File: src/rtl/elevator_scan_ctrl.sv
// N-floor elevator controller: queued requests in a pending bitmask, SCAN service order,
// timed floor legs, timed door dwell and an overweight hold with the door open.
//
// state | meaning
// IDLE  | no work; direction=00, door closed
// MOVE  | travelling; timer counts the current one-floor leg
// DOOR  | door open at cur_floor; timer counts the dwell
// HOLD  | door open, overweight; departure held until over_weight clears
module elevator_scan_ctrl #(
    parameter int NUM_FLOORS    = 8,
    parameter int FLOOR_W       = 3,
    parameter int WEIGHT_W      = 11,
    parameter int MAX_WEIGHT    = 1000,
    parameter int TRAVEL_CYCLES = 4,
    parameter int DOOR_CYCLES   = 6
) (
    input  logic                  clk,
    input  logic                  reset,
    input  logic                  req_valid,
    input  logic [FLOOR_W-1:0]    req_floor,
    input  logic [WEIGHT_W-1:0]   weight,
    output logic [FLOOR_W-1:0]    cur_floor,
    output logic [1:0]            direction,
    output logic                  door_open,
    output logic                  complete,
    output logic                  over_weight,
    output logic [NUM_FLOORS-1:0] pending
);

    localparam logic [1:0] DIR_IDLE = 2'b00;
    localparam logic [1:0] DIR_UP   = 2'b01;
    localparam logic [1:0] DIR_DN   = 2'b10;

    localparam int TMR_MAX = (TRAVEL_CYCLES > DOOR_CYCLES) ? TRAVEL_CYCLES : DOOR_CYCLES;
    localparam int TMR_W   = (TMR_MAX > 1) ? $clog2(TMR_MAX) : 1;

    localparam logic [TMR_W-1:0]    TRAVEL_LOAD = TMR_W'(TRAVEL_CYCLES - 1);
    localparam logic [TMR_W-1:0]    DOOR_LOAD   = TMR_W'(DOOR_CYCLES - 1);
    localparam logic [FLOOR_W-1:0]  TOP_FLOOR   = FLOOR_W'(NUM_FLOORS - 1);
    localparam logic [FLOOR_W:0]    NUM_F       = (FLOOR_W + 1)'(NUM_FLOORS);
    localparam logic [WEIGHT_W-1:0] MAX_W       = WEIGHT_W'(MAX_WEIGHT);

    typedef enum logic [1:0] {
        ST_IDLE,
        ST_MOVE,
        ST_DOOR,
        ST_HOLD
    } state_t;

    state_t                  state;
    logic [TMR_W-1:0]        timer;

    logic                    req_in_range;
    logic                    door_req;
    logic [NUM_FLOORS-1:0]   req_mask;
    logic [NUM_FLOORS-1:0]   queue_mask;
    logic [NUM_FLOORS-1:0]   pend_with_req;
    logic [NUM_FLOORS-1:0]   cur_mask;
    logic [NUM_FLOORS-1:0]   step_mask;
    logic [NUM_FLOORS-1:0]   above_mask;
    logic [NUM_FLOORS-1:0]   below_mask;
    logic                    has_above;
    logic                    has_below;
    logic                    here_pending;
    logic [FLOOR_W-1:0]      step_floor;
    logic                    arrive_hit;
    logic [1:0]              go_dir;

    assign req_in_range = req_valid && ({1'b0, req_floor} < NUM_F);
    assign door_req     = req_in_range && (req_floor == cur_floor);

    always_comb begin
        req_mask = '0;
        if (req_in_range) begin
            req_mask[req_floor] = 1'b1;
        end
    end

    // With the door open at cur_floor, a request for that floor is served by the open door.
    assign queue_mask    = ((state == ST_DOOR || state == ST_HOLD) && door_req) ? '0 : req_mask;
    assign pend_with_req = pending | queue_mask;

    always_comb begin
        cur_mask = '0;
        cur_mask[cur_floor] = 1'b1;
    end

    always_comb begin
        above_mask = '0;
        below_mask = '0;
        for (int i = 0; i < NUM_FLOORS; i++) begin
            above_mask[i] = pending[i] && (i > int'(cur_floor));
            below_mask[i] = pending[i] && (i < int'(cur_floor));
        end
    end

    assign has_above    = |above_mask;
    assign has_below    = |below_mask;
    assign here_pending = |(pending & cur_mask);

    always_comb begin
        step_floor = cur_floor;
        if (direction == DIR_UP && cur_floor != TOP_FLOOR) begin
            step_floor = cur_floor + 1'b1;
        end else if (direction == DIR_DN && cur_floor != '0) begin
            step_floor = cur_floor - 1'b1;
        end
    end

    always_comb begin
        step_mask = '0;
        step_mask[step_floor] = 1'b1;
    end

    // A request landing on the arrival edge for the arrival floor counts as served.
    assign arrive_hit = |(pend_with_req & step_mask);

    // SCAN decision: keep going while work lies ahead, else reverse, else idle.
    // An idle direction is treated as up, which matches the IDLE departure rule.
    always_comb begin
        go_dir = DIR_IDLE;
        if (direction == DIR_DN) begin
            if (has_below) begin
                go_dir = DIR_DN;
            end else if (has_above) begin
                go_dir = DIR_UP;
            end
        end else begin
            if (has_above) begin
                go_dir = DIR_UP;
            end else if (has_below) begin
                go_dir = DIR_DN;
            end
        end
    end

    always_ff @(posedge clk) begin
        if (reset) begin
            state       <= ST_IDLE;
            timer       <= '0;
            cur_floor   <= '0;
            direction   <= DIR_IDLE;
            door_open   <= 1'b0;
            complete    <= 1'b0;
            over_weight <= 1'b0;
            pending     <= '0;
        end else begin
            over_weight <= (weight > MAX_W);
            complete    <= 1'b0;
            pending     <= pend_with_req;

            case (state)
                ST_IDLE: begin
                    direction <= DIR_IDLE;
                    if (here_pending) begin
                        state     <= ST_DOOR;
                        door_open <= 1'b1;
                        timer     <= DOOR_LOAD;
                        pending   <= pend_with_req & ~cur_mask;
                    end else if (has_above || has_below) begin
                        state     <= ST_MOVE;
                        direction <= has_above ? DIR_UP : DIR_DN;
                        timer     <= TRAVEL_LOAD;
                    end
                end

                ST_MOVE: begin
                    if (timer == '0) begin
                        cur_floor <= step_floor;
                        if (arrive_hit) begin
                            state     <= ST_DOOR;
                            door_open <= 1'b1;
                            complete  <= 1'b1;
                            timer     <= DOOR_LOAD;
                            pending   <= pend_with_req & ~step_mask;
                        end else begin
                            timer <= TRAVEL_LOAD;
                        end
                    end else begin
                        timer <= timer - 1'b1;
                    end
                end

                ST_DOOR: begin
                    if (door_req) begin
                        timer <= DOOR_LOAD;
                    end else if (timer != '0) begin
                        timer <= timer - 1'b1;
                    end else if (over_weight) begin
                        state <= ST_HOLD;
                    end else begin
                        door_open <= 1'b0;
                        direction <= go_dir;
                        timer     <= TRAVEL_LOAD;
                        state     <= (go_dir == DIR_IDLE) ? ST_IDLE : ST_MOVE;
                    end
                end

                ST_HOLD: begin
                    if (!over_weight) begin
                        door_open <= 1'b0;
                        direction <= go_dir;
                        timer     <= TRAVEL_LOAD;
                        state     <= (go_dir == DIR_IDLE) ? ST_IDLE : ST_MOVE;
                    end
                end

                default: begin
                    state <= ST_IDLE;
                end
            endcase
        end
    end

endmodule

File: config.mk
export PLATFORM = sky130hd
export DESIGN_NAME = elevator_scan_ctrl
export DESIGN_NICKNAME = d
export VERILOG_FILES = /design/src/rtl/elevator_scan_ctrl.sv
export SDC_FILE = /design/constraint.sdc
export NUM_CORES = 1
export LEC_CHECK = 0
export ABC_AREA = 1
export CAP_MARGIN = 20
export CORE_UTILIZATION = 31
export CTS_CLUSTER_SIZE = 40
export DETAILED_ROUTE_END_ITERATION = 16
export GPL_TIMING_DRIVEN = 0
export PLACE_DENSITY = 0.57
export SLEW_MARGIN = 20
export SYNTH_ARGS = -nofsm -noshare
export SYNTH_HDL_FRONTEND = slang
export SYNTH_SLANG_ARGS = --single-unit
File: constraint.sdc
create_clock -name clk -period 2.9 [get_ports clk]
set_clock_uncertainty 0.05 [all_clocks]
set_input_delay 0.58 -clock clk [delete_from_list [all_inputs] [get_ports clk]]
set_output_delay 0.58 -clock clk [all_outputs]
set_load 0.005 [all_outputs]
=== Word level (Yosys, flattened, before mapping) ===
Index checks and enable logic that the tools add are counted.

* Add/sub/neg operators: 3
* Magnitude comparators: 21
* Equal/unequal tests: 14
* Muxes and demuxes: 52
* Bitwise gates (word level): 9
* Reductions and logical operators: 38

{| class="wikitable"
|+ Operators by type and width
! cell !! number
|-
| $mux 8 || 5
|-
| $mux 2 || 18
|-
| $and 8x8->8 || 4
|-
| $mux 3 || 9
|-
| $logic_and 1x1->1 || 21
|-
| $not 8->8 || 2
|-
| $pmux 8 s2 || 1
|-
| $reduce_or 8->1 || 2
|-
| $reduce_or 7->1 || 2
|-
| $gt 3x3->1 const A || 4
|-
| $lt 3x4->1 const B || 3
|-
| $mux 1 || 12
|-
| $ne 2x2->1 const B || 6
|-
| $pmux 3 s4 || 1
|-
| $gt 11x10->1 const B || 1
|-
| $demux 1 s3 || 3
|-
| $ge 3x1->1 const B || 3
|-
| $lt 3x3->1 const A || 3
|-
| $reduce_bool 3->1 || 3
|-
| $or 8x8->8 || 1
|-
| $pmux 2 s4 || 1
|-
| $eq 2x2->1 const B || 3
|-
| $gt 2x3->1 const A || 2
|-
| $lt 1x3->1 const A || 2
|-
| other kinds (18) || 25
|}

* Register bits: 21
* Input port bits: 17
* Logic and storage cells: 145

=== Depth between registers and ports, before layout ===
Gate-level depths: netlist of the first run.

* Depth in word-level cells: 13
* Gate-level depth with buffers: 19
* Gate-level depth less buffers: 18

=== Worst setup path before layout of the first run ===
No wires, ideal clock.

* Path type: reg2reg
* Start: register cur_floor[0]
* End: register pending[5]
* Setup time: 0.110 ns
* Data arrival time: 2.172 ns
* Data required time: 2.740 ns
* Path slack: 0.568 ns
* Stages on the path, launching flop included: 19
* Buffers on the path: 1
* Period minus slack after synthesis: 2.332 ns
* Cells stage by stage: dfxtp_1 -> buf_2 -> inv_2 -> ha_1 -> nand2_4 -> nand2_2 -> nand2_4 -> xor2_4 -> inv_4 -> nor2_2 -> nand2_1 -> nand2_2 -> nor2_4 -> nand2_4 -> nand2_4 -> nand2_4 -> nand3_1 -> nand3_1 -> inv_1

* Word-level cells in the longest chain between the ends: 13
* Elaborated cells on any way between the ends: 35
* Classes of those cells: 2 x add/sub; 4 x order compare; 2 x eq/ne; 11 x mux; 7 x bitwise; 9 x reduce/logical

{| class="wikitable"
|+ RTL lines
! what !! line !! RTL
|-
| start: declaration || 22 || <nowiki>output logic [FLOOR_W-1:0] cur_floor,</nowiki>
|-
| start signal: assignment || 169 || <nowiki>cur_floor <= step_floor;</nowiki>
|-
| parallel branches: the longest is 12 deep, another holds $lt 3x4->1 || - ||
|-
| $pmux 8 s2 (*) || 152 || <nowiki>case (state)</nowiki>
|-
| end signal: assignment || 150 || <nowiki>pending <= pend_with_req;</nowiki>
|-
| end signal: assignment || 159 || <nowiki>pending <= pend_with_req & ~cur_mask;</nowiki>
|-
| end signal: assignment || 175 || <nowiki>pending <= pend_with_req & ~step_mask;</nowiki>
|-
| end: declaration || 27 || <nowiki>output logic [NUM_FLOORS-1:0] pending</nowiki>
|}

Mark *: on every way between the ends.
A chain may end at the register's enable or synchronous reset.

=== Final worst setup path of the first run ===
Ends and elaborated chain as after synthesis.

==> metrics.csv, run 1 <==
metric;value;unit
endpoint_kind;flop;
cts_hold_buf;0;
synth_common_cells;nand2_1 (80), inv_1 (47), nor2_1 (35);
start_util;32.0;%
finalWeightedCongestion;0.902;
grt_pass1_wl;9870;um
max_freq;0.380;GHz
synth_top_cell_by_area;dfxtp_1;
io_buffers;31;
worstPathArrival;2760;ps
worstSetupPathType;reg2reg;
async_flop_share;0;%
drtPass1Iterations;4;
grt_pass1_vias;2052;
setup_slack;267;ps
synth_seq_cells;21;
required;3030;ps
coreArea;6310;um2
cts_made_buffers;3;
grt_overflow;0;
ant_nets;0;
synth_edf_count;0;
synth_top_cell_area_share;20.8;%
hp-start;door_open;
cap_violations;0;
crit_path_start_kind;flop;
synth-main-ff-cell;dfxtp_1;
die_area;6840;um2
vdd.ir_drop.worst;497;uV
hold_violations;0;
nets;391;
vias_per_cell;5.12;
insertion_delay;270;ps
dieHeight;82.7;um
reg2reg_setup_slack;270;ps
grt_max_degree;12;
drc;0;
rsz0062_at_grt;false;
placedInstanceArea;2430;um2
path_clk_slew;90;ps
leakage;1.17;nW
rows;29;
syn_area_per_cell;6.16;um2
htree_num_levels;1;
syn_nets;353;
fin_crit_sh;90.8;%
hold_path_depth;2;
synth_cells;328;
setup_viol;0;
setup_tns;0;ps
place_ws;79.9;ps
diodes;0;
drt_wl_total;6030;um
via_count;2262;
grt_antenna_before_repair;0;
area_growth;23.5;%
r2r.worst_path.cells;17;
netlist_area;2020;um2
p_per_area;805;nW/um2
whs;431;ps
synth_area_leaders;dfxtp_1 (21%), nand2_1 (15%), inv_1 (8.7%), nand3_1 (8.4%), nor2_1 (6.5%);
clockRootBuffer;clkbuf_8;
fin_crit;2630;ps
cp_max_fo;10;
ys_seq_area_share;20.8;%
die_x;82.7;um
wl_per_cell;13.6;um
fin_area;2490;um2
yosys.cell_types.count;41;
r2r-start;cur_floor[0];
dp_hpwl;4760;um
slew_violations;0;
clock-sinks;21;
worst_pin_slew;557;ps
status;finished clean;
min_path_type;reg2reg;
io_pins;33;
whs_endpoint;door_open;
drive_above_1_share;12.3;%
r2r-end;pending[5];
slew_headroom;62.9;%
grt_use_total;18.9;%
cts_tree;built;
synth.most_common_cell;nand2_1;
drtIter0Drc;202;
yosys_warnings;0;
clockBufferDepth;2;
==> critical path, stage by stage (launching register included) <==
cell	delay [ps]
dfxtp_2	380
clkbuf_4	230
inv_2	140
ha_1	280
nand2_4	100
nand2_2	90
nand2_4	90
xor2_4	290
buf_4	180
nand3_1	90
nand2_2	100
nor2_4	50
nand2_4	90
nand2_4	80
nand2_4	120
nand3_1	80
nand3_1	70
inv_1	40
==> registers in the layout, summed over array words and instances, names as in the netlist <==
signal       cells
complete         1
cur_floor        3
direction        2
door_open        1
over_weight      1
pending          8
state            2
timer            3
==> report_power, final <==
part	total, W	switching, W	internal [W]
combinational	0.00139	0.000905	0.000486
clock	0.000207	0.000108	0.0000983
sequential	0.000411	0.0000607	0.000350
total	0.00201	0.00107	0.000935
==> per-stage QoR <==
step	std cells	total power [W]	util (%)
2_1_floorplan	328	0.00139	-
3_3_place_gp	436	0.00175	38.4
3_5_place_dp	436	0.00174	38.4
4_1_cts	440	0.00195	39.1
5_1_grt	442	0.00221	39.5
6_report	442	0.00201	39.5
==> logic make-up after synthesis <==
logic type | count (synthesis) | share of synthesized area (%)
AND/OR/NAND/NOR | 183 | 43.4
buffers and inverters | 63 | 12.9
AO/OA/AOI/OAI | 50 | 15.7
flip-flops | 21 | 20.8
adder cells (fa/ha/maj) | 8 | 4.96
XOR/XNOR | 3 | 2.23
==> repair_timing <==
item	in CTS	in global routing
endpoints found under the setup margin	0	13
gates resized for setup	0	4
buffers inserted	0	2
==> final cells by class <==
type                       count  area (um2)
multi-input combinational    244        1340
fill                         697        3820
sequential                    21         422
timing repair buffer          33         325
tap                           77        96.3
buffer                         8        51.3
inverter                      55         211
clock buffer                   4        45.0
==> layer usage <==
metal	part of all wire [%]	routed length, um	vias to the layer above	GRT usage, %
met5	0	0	-	0
li1	-	-	1146	-
met3	4.8	291	15	1.21
met4	1.6	98	0	6.03
met1	48	2920	1018	27.0
met2	45	2720	83	30.1
==> cell usage in the layout, fill, tap and decap left out, types with 2 or more instances in the layout <==
cell type         n
o21ai_0          10
nand4_1           6
nand2_1          80
nor2_2            5
a22oi_1           2
nor2_4            3
nand3_1          34
o2111ai_1         2
clkdlybuf4s50_1  31
xnor2_1           2
nand2_4           5
dfxtp_1          20
clkbuf_1          3
a41oi_1           2
a21oi_1          16
inv_4             2
o221ai_1          3
nor2_1           33
nor3_1            4
o31ai_1           2
a31oi_1           3
nand3_2           3
inv_1            47
buf_4             4
buf_2             2
nand2_2           5
clkbuf_8          3
o211ai_1          4
nor4_1            2
inv_2             5
ha_1              8
==> worst max path at each step <==
stage	startpoint	end	slack (ps)	depth (start not counted)
after detailed placement	req_floor[2]	door_open	80	16
final	cur_floor[0]	pending[5]	270	17
after CTS	cur_floor[0]	pending[5]	170	18
after global placement	req_floor[2]	door_open	80	16
after global routing	cur_floor[0]	pending[7]	40	18
after floorplan	cur_floor[0]	pending[5]	570	18
(Power assumes the default switching activity.)
==> inputs of run 2 (changes only) <==
--- a/config.mk
+++ b/config.mk
@@ -7,11 +7,12 @@
 export LEC_CHECK = 0
 export ABC_AREA = 1
 export CAP_MARGIN = 20
-export CORE_UTILIZATION = 31
+export CORE_UTILIZATION = 53
 export CTS_CLUSTER_SIZE = 40
 export DETAILED_ROUTE_END_ITERATION = 16
 export GPL_TIMING_DRIVEN = 0
-export PLACE_DENSITY = 0.57
+export PLACE_DENSITY = 0.85
+export RECOVER_POWER = 100
 export SLEW_MARGIN = 20
 export SYNTH_ARGS = -nofsm -noshare
 export SYNTH_HDL_FRONTEND = slang
==> constraint.sdc (replaced) <==
create_clock -name clk -period 3.2 [get_ports clk]
set_clock_uncertainty 0.05 [all_clocks]
set_input_delay 0.64 -clock clk [delete_from_list [all_inputs] [get_ports clk]]
set_output_delay 0.64 -clock clk [all_outputs]
set_load 0.005 [all_outputs]
==> metrics.csv, run 2 (synthesis results as in run 1) <==
metric;value;unit;change
seqPwrFrac;21.0;%;was 20.5%
via_count;2267;;was 2262
max_freq;0.345;GHz;was 0.380 GHz
area_growth;20.1;%;was 23.5%
worstSetupPathType;reg2reg;;unchanged
vdd.ir_drop.worst;399;uV;was 497 uV
htree_num_levels;1;;unchanged
path_buf_inv;4;;unchanged
worstPathArrival;3020;ps;was 2760 ps
top_layer;met4;;unchanged
slew_headroom;60.4;%;was 62.9%
grt_antenna_before_repair;0;;unchanged
grt_use_total;27.2;%;was 18.9%
total_power;0.00175;W;was 0.00201 W
clock-sinks;21;;unchanged
cts_tree;built;;unchanged
cts_hold_buf;0;;unchanged
power_switching;0.000947;W;was 0.00107 W
dr_wl_met3;453;um;was 291 um
io_buffers;31;;unchanged
grt_pass1_vias;1904;;was 2052
drc;0;;unchanged
drive_above_1_share;10.2;%;was 12.3%
path_clk_slew;80;ps;was 90 ps
dp_hpwl;4280;um;was 4760 um
hp-start;door_open;;unchanged
worst_pin_slew;592;ps;was 557 ps
worst_path_max_delay_cell;dfxtp_1;;was dfxtp_2
path_depth;18;;was 17
required;3320;ps;was 3030 ps
r2r-start;cur_floor[0];;unchanged
multi_input_area;1330;um2;was 1340 um2
mostFrequentLayoutCells;nand2_1 (80), inv_1 (48), nor2_1 (36), nand3_1 (34), dfxtp_1 (21);;was nand2_1 (80), inv_1 (47), nand3_1 (34), nor2_1 (33), clkdlybuf4s50_1 (31)
min_path_type;reg2reg;;unchanged
path_delay_family;simple AND/OR/NAND/NOR gates;;unchanged
grt_overflow;0;;unchanged
critical-path-max-stage-delay;400;ps;was 380 ps
clockRootBuffer;clkbuf_8;;unchanged
fin_crit_sh;90.6;%;was 90.8%
vias_per_cell;5.52;;was 5.12
dieHeight;63.7;um;was 82.7 um
p_per_area;720;nW/um2;was 805 nW/um2
wl_per_cell;13.2;um;was 13.6 um
io_pins;33;;unchanged
reg_top3;pending (8), cur_floor (3), timer (3);;unchanged
crit_path_start_kind;flop;;unchanged
post_cts_buffers;0;;unchanged
largest_register_ffs;8;;unchanged
nets;389;;was 391
wl_met1;2470;um;was 2920 um
crit_chain;buf_2 > inv_1 > ha_1 > nand2_4 > nand2_2 > nand2_4 > xor2_4 > inv_4 > nor2_2 > nand2_1 > nand2_2 > nor2_4 > nand2_4 > nand2_4 > nand2_4 > o21ai_0 > nand3_1 > inv_2;;was clkbuf_4 > inv_2 > ha_1 > nand2_4 > nand2_2 > nand2_4 > xor2_4 > buf_4 > nand3_1 > nand2_2 > nor2_4 > nand2_4 > nand2_4 > nand2_4 > nand3_1 > nand3_1 > inv_1
seq_area;420;um2;was 422 um2
clkPwrFrac;10.4;%;was 10.3%
cts_made_buffers;3;;unchanged
p_int;0.000799;W;was 0.000935 W
dr_wl_met2;2380;um;was 2720 um
crit_start;cur_floor[0];;unchanged
drtIter0Drc;195;;was 202
cap_violations;0;;unchanged
leakage;1.22;nW;was 1.17 nW
drtPass1Iterations;10;;was 4
finalWeightedCongestion;0.990;;was 0.902
setup_tns;0;ps;unchanged
cts_resized;0;;unchanged
whs;418;ps;was 431 ps
r2r.worst_path.cells;18;;was 17
endpoint_kind;flop;;unchanged
sw_frac_of_total;54.2;%;was 53.5%
setup_slack;302;ps;was 267 ps
grt_pass1_wl;8740;um;was 9870 um
hold_violations;0;;unchanged
clockBufferDepth;2;;unchanged
hold_path_depth;2;;unchanged
diodes;0;;unchanged
die_area;4060;um2;was 6840 um2
fillers;356;;was 697
die_x;63.7;um;was 82.7 um
combPwrFrac;68.6;%;was 69.3%
cp_max_fo;10;;unchanged
rsz0062_at_grt;false;;unchanged
status;finished clean;;unchanged
place_ws;361;ps;was 79.9 ps
grt_max_degree;13;;was 12
regMostFlops;pending;;unchanged
setup_viol;0;;unchanged
drt_wl_total;5430;um;was 6030 um
slew_violations;0;;unchanged
critical_path.most_common_cell;nand2_4;;unchanged
coreArea;3660;um2;was 6310 um2
ant_nets;0;;unchanged
rows;22;;was 29
start_util;55.2;%;was 32.0%
utilization;66.2;%;was 39.5%
insertion_delay;260;ps;was 270 ps
mostFrequentLayoutCell;nand2_1;;unchanged
fin_crit;2900;ps;was 2630 ps
-- run 2: cell types whose count changed in the layout (fill, tap and decap cells not counted), moves of 2 or more --
cell             before  now
dlygate4sd3_1         0   17
nor2_1               33   36
nor2_2                5    2
buf_4                 4    2
clkdlybuf4s50_1      31   14
-- run 2: worst reg2reg max path, delay by kind of cell (launching register included) --
kind	cells	cell delay (ps)
xor gates and xnor gates	1	320
DFF	1	400
buffers and inverters	4	620
and+or+nand+nor	11	980
AOI/OAI and AO/OA	1	100
adders and majority gates	1	330
-- run 2: area by class of cell --
type / instances / share of cell area [%]
Clock buffer: 3 / 1.70
Tap cell: 48 / 2.48
Clock inverter: 1 / 0.206
Buffer: 8 / 2.01
Sequential cell: 21 / 17.3
Multi-Input combinational cell: 244 / 54.7
Inverter: 55 / 8.72
Timing Repair Buffer: 31 / 12.8
-- run 2: layer usage --
metal,up-vias,track usage (%)
li1,1140,-
met1,996,38.4
met2,110,41.4
met3,21,4.17
met4,0,9.09
met5,-,0
-- run 2: worst paths after layout --
| kind | to | slack (ps) |
|---|---|---|
| max reg2reg | pending[0] | 300 |
| max | pending[0] | 300 |
| min reg2reg | door_open | 420 |
| min | door_open | 420 |
-- run 2: power by group through the flow --
stage / sequential (W) / clock, W / combinational, W
floorplan: 0.000369 / 0 / 0.000889
finish: 0.000367 / 0.000182 / 0.00120
global route: 0.000373 / 0.000195 / 0.00132
detailed placement: 0.000373 / 0 / 0.00119
CTS: 0.000366 / 0.000183 / 0.00120
global placement: 0.000372 / 0 / 0.00117
-- run 2: through the flow --
stage | area (um2) | std cells
floorplan | 2020 | 328
global placement | 2390 | 407
detailed placement | 2390 | 407
CTS | 2440 | 411
global route | 2420 | 411
finish | 2420 | 411
